$ cat src/rtl/queue_param.sv
`default_nettype none
// ============================================================================
// queue_param : parametrised synchronous FIFO with occupancy count,
//               almost-full/almost-empty flags and sticky overflow/underflow.
// Optional: define QUEUE_FWFT_EN for first-word-fall-through read data.
// Revision   : 1.0
// ============================================================================
module queue_param #(
    parameter int DATA_W   = 8,
    parameter int DEPTH    = 8,
    parameter int AF_LEVEL = 6,
    parameter int AE_LEVEL = 2,
    parameter int CNT_W    = $clog2(DEPTH + 1)
) (
    input  logic              clk,
    input  logic              reset,
    input  logic              wr,
    input  logic              rd,
    input  logic [DATA_W-1:0] din,
    output logic [DATA_W-1:0] dout,
    output logic              empty,
    output logic              full,
    output logic              almost_empty,
    output logic              almost_full,
    output logic [CNT_W-1:0]  count,
    output logic              overflow,
    output logic              underflow
);

    localparam int               PTR_W    = (DEPTH > 2) ? $clog2(DEPTH) : 1;
    localparam logic [PTR_W-1:0] LAST_IDX = PTR_W'(DEPTH - 1);
    localparam logic [CNT_W-1:0] FULL_CNT = CNT_W'(DEPTH);
    localparam logic [CNT_W-1:0] AF_CNT   = CNT_W'(AF_LEVEL);
    localparam logic [CNT_W-1:0] AE_CNT   = CNT_W'(AE_LEVEL);

    logic [DATA_W-1:0] mem [DEPTH];
    logic [PTR_W-1:0]  wr_ptr;
    logic [PTR_W-1:0]  rd_ptr;
    logic              wr_ok;
    logic              rd_ok;

    assign empty        = (count == '0);
    assign full         = (count == FULL_CNT);
    assign almost_empty = (count <= AE_CNT);
    assign almost_full  = (count >= AF_CNT);

    // A write into a full queue is accepted when a read frees the head slot.
    assign wr_ok = wr & (~full | rd);
    assign rd_ok = rd & ~empty;

    always_ff @(posedge clk or negedge reset) begin
        if (!reset) begin
            wr_ptr    <= '0;
            rd_ptr    <= '0;
            count     <= '0;
            overflow  <= 1'b0;
            underflow <= 1'b0;
        end else begin
            if (wr_ok) begin
                wr_ptr <= (wr_ptr == LAST_IDX) ? '0 : wr_ptr + PTR_W'(1);
            end
            if (rd_ok) begin
                rd_ptr <= (rd_ptr == LAST_IDX) ? '0 : rd_ptr + PTR_W'(1);
            end
            if (wr_ok & ~rd_ok) begin
                count <= count + CNT_W'(1);
            end else if (rd_ok & ~wr_ok) begin
                count <= count - CNT_W'(1);
            end
            if (wr & full & ~rd) begin
                overflow <= 1'b1;
            end
            if (rd & empty) begin
                underflow <= 1'b1;
            end
        end
    end

    always_ff @(posedge clk) begin
        if (wr_ok) begin
            mem[wr_ptr] <= din;
        end
    end

`ifdef QUEUE_FWFT_EN
    assign dout = empty ? '0 : mem[rd_ptr];
`else
    always_ff @(posedge clk or negedge reset) begin
        if (!reset) begin
            dout <= '0;
        end else if (rd_ok) begin
            dout <= mem[rd_ptr];
        end
    end
`endif

endmodule
`default_nettype wire

$ cat config.mk
export PLATFORM = sky130hd
export DESIGN_NAME = queue_param
export DESIGN_NICKNAME = d
export VERILOG_FILES = /design/src/rtl/queue_param.sv
export SDC_FILE = /design/constraint.sdc
export NUM_CORES = 1
export LEC_CHECK = 0
export ABC_CLOCK_PERIOD_IN_PS = 3500
export CORE_MARGIN = 10
export CORE_UTILIZATION = 57
export CTS_CLUSTER_DIAMETER = 200
export DETAILED_ROUTE_END_ITERATION = 12
export HOLD_SLACK_MARGIN = 0.02
export PLACE_DENSITY = 0.79
export SLEW_MARGIN = 10
export SYNTH_ARGS = -nofsm -noshare
export SYNTH_HDL_FRONTEND = slang
export SYNTH_SLANG_ARGS = --single-unit
$ cat constraint.sdc
create_clock -name clk -period 3.5 [get_ports clk]
set_input_delay 0.35 -clock clk [delete_from_list [all_inputs] [get_ports clk]]
set_output_delay 0.35 -clock clk [all_outputs]
set_load 0.01 [all_outputs]
; Word-level counts from Yosys, hierarchy flattened
; Memory sizes are Yosys's and may differ from the RTL's. A register that Yosys moved wholly into a read port is not among the register bits.
; Cells that the tools add are included.
[op_classes]
eq_ne = 3
add_sub_neg = 4
bitwise = 13
n_reduce_logical = 3
mux = 6
magnitude_cmp = 2
[ops]
columns = operator, n
row1 = two-way mux 4 bit, 2
row2 = AND 1 bit, 7
row3 = "adder 3 x 1 -> 3 bit, second input constant", 2
row4 = "== test 3 bit, second input constant", 2
row5 = two-way mux 3 bit, 2
row6 = inverter 1 bit, 5
row7 = "adder 4 x 1 -> 4 bit, second input constant", 1
row8 = "== test 4 bit, second input constant", 1
row9 = "greater-or-equal comparator 4 x 3 -> 1 bit, second input constant", 1
row10 = "<= comparator 4 x 2 -> 1 bit, second input constant", 1
row11 = zero test 4 bit, 1
row12 = "subtractor 4 x 1 -> 4 bit, second input constant", 1
row13 = two-way mux 1 bit, 2
row14 = nonzero test 2 bit, 1
row15 = zero test 1 bit, 1
row16 = OR 1 bit, 1
[totals]
wordCells = 37
out_inout_bits = 18
reg_bits = 12
mem_bits_rw = 64
memories = 1
[mem_list]
columns = memory, depth, word_bits, rd, rd_clocked_by_memory_dff, wr, line_no
row1 = mem, 8, 8, 1, 1, 1, 36  ; logic [DATA_W-1:0] mem [DEPTH];

; Longest topological paths before layout
[logic_depth]
depth_word = 8
ltp_mapped = 11
depth_no_buf = 10

; Worst setup path after synthesis
; OpenSTA, ideal clock, no wires.
[synth_path]
kind = reg2reg
startpoint = register count[0]
endpoint = register count[3]
stages_incl_launch_ff = 11
t_required_ns = 3.364
arrival_ns = 2.512
synth_period_minus_slack_ns = 2.649
setup_ns = 0.136
path_buffers = 1
setup_slack_ns = 0.851
path_cell_list = dfrtp_1 > nor4b_4 > a21bo_1 > buf_6 > inv_2 > ha_1 > inv_1 > ha_1 > a21o_1 > a2111oi_0 > o31ai_1
[synth_via]
elab_chain_len = 7
word_cells_on_any_way = 16
classes_between = add/sub (2) / eq/ne (1) / mux (2) / bitwise (9) / reduce/logical (2)
[synth_rtl]
columns = element, line_no
row1 = "start, declared", 25  ; output logic [CNT_W-1:0] count,
row2 = "start signal, assigned", 66  ; count <= count + CNT_W'(1);
row3 = "start signal, assigned", 68  ; count <= count - CNT_W'(1);
row4 = == test 4 bit *, 43  ; assign full = (count == FULL_CNT);
row5 = named net full, 22  ; output logic full,
row6 = inverter 1 bit *, 48  ; assign wr_ok = wr & (~full | rd);
row7 = OR 1 bit *, 48
row8 = AND 1 bit *, 48
row9 = named net wr_ok, 39  ; logic wr_ok;
row10 = inverter 1 bit, 67  ; end else if (rd_ok & ~wr_ok) begin
row11 = AND 1 bit, 67
row12 = nonzero test 2 bit (no line), n/a
; Mark *: on every way through the listed nets, which the timed path passes. The rest lies on a longest branch. The select of a mux whose other input is x is not followed.
; A chain may end at the register's enable or synchronous reset.

; Worst setup path in the final report
[layout_path]
startpoint = register count[0]
endpoint = register count[3]
[layout_via]
elab_chain_len = 7
word_cells_on_any_way = 16
classes_between = add/sub (2) / eq/ne (1) / mux (2) / bitwise (9) / reduce/logical (2)
[layout_rtl]
columns = element, line_no
row1 = == test 4 bit *, 43
row2 = inverter 1 bit *, 48
row3 = OR 1 bit *, 48
row4 = AND 1 bit *, 48
row5 = named net wr_ok, 39
row6 = inverter 1 bit, 67
row7 = AND 1 bit, 67
row8 = nonzero test 2 bit (no line), n/a
; Marked as above.

==> results.cfg <==
[run_status]
status = finished, final reports clean

[logic_synthesis]
syn_area_per_cell_um2 = 15.9
synth_nets = 243
synth-xor-area-share_pct = 0.493
synth_seq_cells = 84
synth_compound_area_share_pct = 7.86
synth-main-ff-cell = edfxtp_1
synth_fa_ha_area_share_pct = 3.03
async_flop_share_pct = 23.8
netlist.area_leader.share_pct = 54.1
netlist_instances = 223
synth_mux_area_share_pct = 10.5
synth-edff-count = 64
synth_cell_types = 38
synth_top_family_by_area = multiplexers
syn_area_um2 = 3550
yosys_warnings = 0
ys_seq_area_share_pct = 68.2
yosysTopAreaCell = edfxtp_1
synth_area_leaders = edfxtp_1 54%, dfrtp_1 14%, mux2_2 5.7%
yosys.area_share.simple_pct = 6.66
yosysMostFrequentCell = edfxtp_1
ys_top_cells_by_count = 64 x edfxtp_1, 20 x dfrtp_1, 18 x mux2_2, 18 x nand2_1, 17 x mux2i_1

[run]
drv_cap = 0

[worst_setup_path]
critPathArrivalTime_ns = 3.19
reg2regPathDepth = 9
rrSetupSlack_ns = 0.54
startpoint_type = flip-flop
cp-startpoint = count[0]$_DFFE_PN0P_
worstReg2RegEnd = count[3]$_DFFE_PN0P_
r2r_start = count[0]$_DFFE_PN0P_
worstPathMaxFanout = 10
cp-end-kind = flip-flop
crit_required_ns = 3.73
crit_type = flip-flop to flip-flop
crit_path_end = count[3]$_DFFE_PN0P_

[finish]
syn_to_final_growth_pct = 15.2
seq_area_um2 = 2420
insertedDiodeCount = 0
layout.nets = 281
drive_gt1_share_pct = 18.4
multi_input_area_um2 = 1010
n_fill_cell = 417

[floorplanning]
die-area_um2 = 9790
ios = 30
die_w_um = 98.9
row_count = 28
start_util_pct = 59.3
core_um2 = 5990
die_h_um = 98.9

[clocking]
cts_resized = 0
cts_tree = built
clock_latency_ns = 0.36
ctsHoldBuffers = 0
root_buffer = clkbuf_8
clk_pin_slew_ns = 0.09
post_cts_buffers = 0
clock_path_buffers = 2
cts.sinks = 84
cts_inserted_buffers = 9
htree_levels = 3

[detailed_routing]
drtIter0Drc = 102
post-route-drc-count = 0
antenna_left = 0
via_count = 1951
first_pass_iters = 4
wl_per_cell_um = 19.6
routed_via_density = 5.72
wl_um = 6690

[global_routing]
grt_overflow = 0
grt_pass1_wl_um = 10800
grt_pass1_vias = 2020
grt_max_degree = 36
grt_util_all_layers_pct = 14.3
antenna_found_initial = 0

[sta]
fin_crit_sh_pct = 84.6
timing.hold.ws_ns = 0.469
setup_tns_ns = 0
slew_headroom_pct = 39.5
hold_violations = 0
clock_skew_ns = 0.00604
setup_viol = 0
tightestPinTransition_ns = 0.904
fin_crit_ns = 2.96
rsz0062_at_grt = no
drv_slew = 0
fmax_mhz = 338

[worst_hold_path]
min_path_type = flip-flop to flip-flop

[placement]
gp_congestion = 0.814
dpl.hpwl_um = 4390
numPortBuffers = 29

[pwr]
powerDensity_nw_per_um2 = 829
power.leakage_nw = 1.49
peakVddDrop_uv = 575
-- critical path, stage by stage, from the launching register on --
cell	delay, ns
dfrtp_1	0.51
nor4b_4	0.37
a21bo_1	0.35
inv_2	0.09
ha_1	0.25
inv_1	0.16
ha_1	0.26
a21o_1	0.21
a2111oi_0	0.49
o31ai_1	0.15
-- cell families after synthesis --
kind of cell	after synthesis
flip-flops	84
AND/OR/NAND/NOR	42
AO/OA/AOI/OAI	39
multiplexers	35
buffers and inverters	13
adder cells (fa/ha/maj)	8
XOR/XNOR	2
-- power by group --
part | internal (mW) | switching [mW] | leakage, nW
Clock | 0.337 | 0.359 | 0.0910
Sequential | 1.29 | 0.172 | 0.819
Combinational | 0.619 | 0.613 | 0.583
Total | 2.25 | 1.14 | 1.49
-- flip-flops by register name (all words and copies together) (netlist names) --
signal	cells
count	4
dout	8
mem	64
overflow	1
rd_ptr	3
underflow	1
wr_ptr	3
-- per-layer routing --
layer,track usage (%),up-vias,part of all wire (%)
met5,0,-,0
met4,5.95,0,1.5
met3,4.75,10,4.8
met2,22.5,43,48
met1,17.6,960,46
li1,-,938,-
-- worst min-delay path by stage --
stage / start / slack (ns) / end / cells after the start
finish: underflow$_DFFE_PN0P_ / 0.47 / underflow$_DFFE_PN0P_ / 1
global route: underflow$_DFFE_PN0P_ / 0.49 / underflow$_DFFE_PN0P_ / 1
CTS: underflow$_DFFE_PN0P_ / 0.47 / underflow$_DFFE_PN0P_ / 1
detailed placement: underflow$_DFFE_PN0P_ / 0.45 / underflow$_DFFE_PN0P_ / 1
global placement: underflow$_DFFE_PN0P_ / 0.45 / underflow$_DFFE_PN0P_ / 1
floorplan: reset / 0.05 / count[0]$_DFFE_PN0P_ / 0
-- metrics by stage --
stage	cells	power, mW	instance area, µm²	util (%)	setup WS (ns)
after global routing	341	3.59	4090	68.3	0.268
after CTS	341	3.42	4090	68.3	0.613
after floorplan	223	2.32	3550	-	0.851
final	341	3.39	4090	68.3	0.539
after detailed placement	325	2.72	3890	65.0	0.641
after global placement	325	2.68	3890	65.0	0.747
-- cell usage in the layout (no fill, tap or decap), types with 2 or more instances in the layout --
master,Yosys,layout
ha_1,7,7
dfrtp_1,20,20
o21ai_1,7,7
clkinvlp_4,0,3
inv_1,2,2
nand2_1,18,18
clkbuf_8,0,9
mux2i_1,17,17
xnor2_1,2,2
o21ai_0,4,4
buf_4,2,8
a221o_1,8,8
nor2_1,4,4
a21o_1,5,5
nor3_1,8,8
nand2b_1,5,5
edfxtp_1,64,64
o22ai_1,8,8
mux2_2,18,18
clkdlybuf4s50_1,0,29
-- layout make-up --
cell class              instances  area share [%]
well taps                      75            2.29
clock buffers                  10            3.12
multi-input cells             126            24.8
clock inverters                 6            1.77
inverters                       3           0.275
repair buffers                 37            8.56
flip-flops and latches         84            59.2
Power figures use the tool's default switching activity.
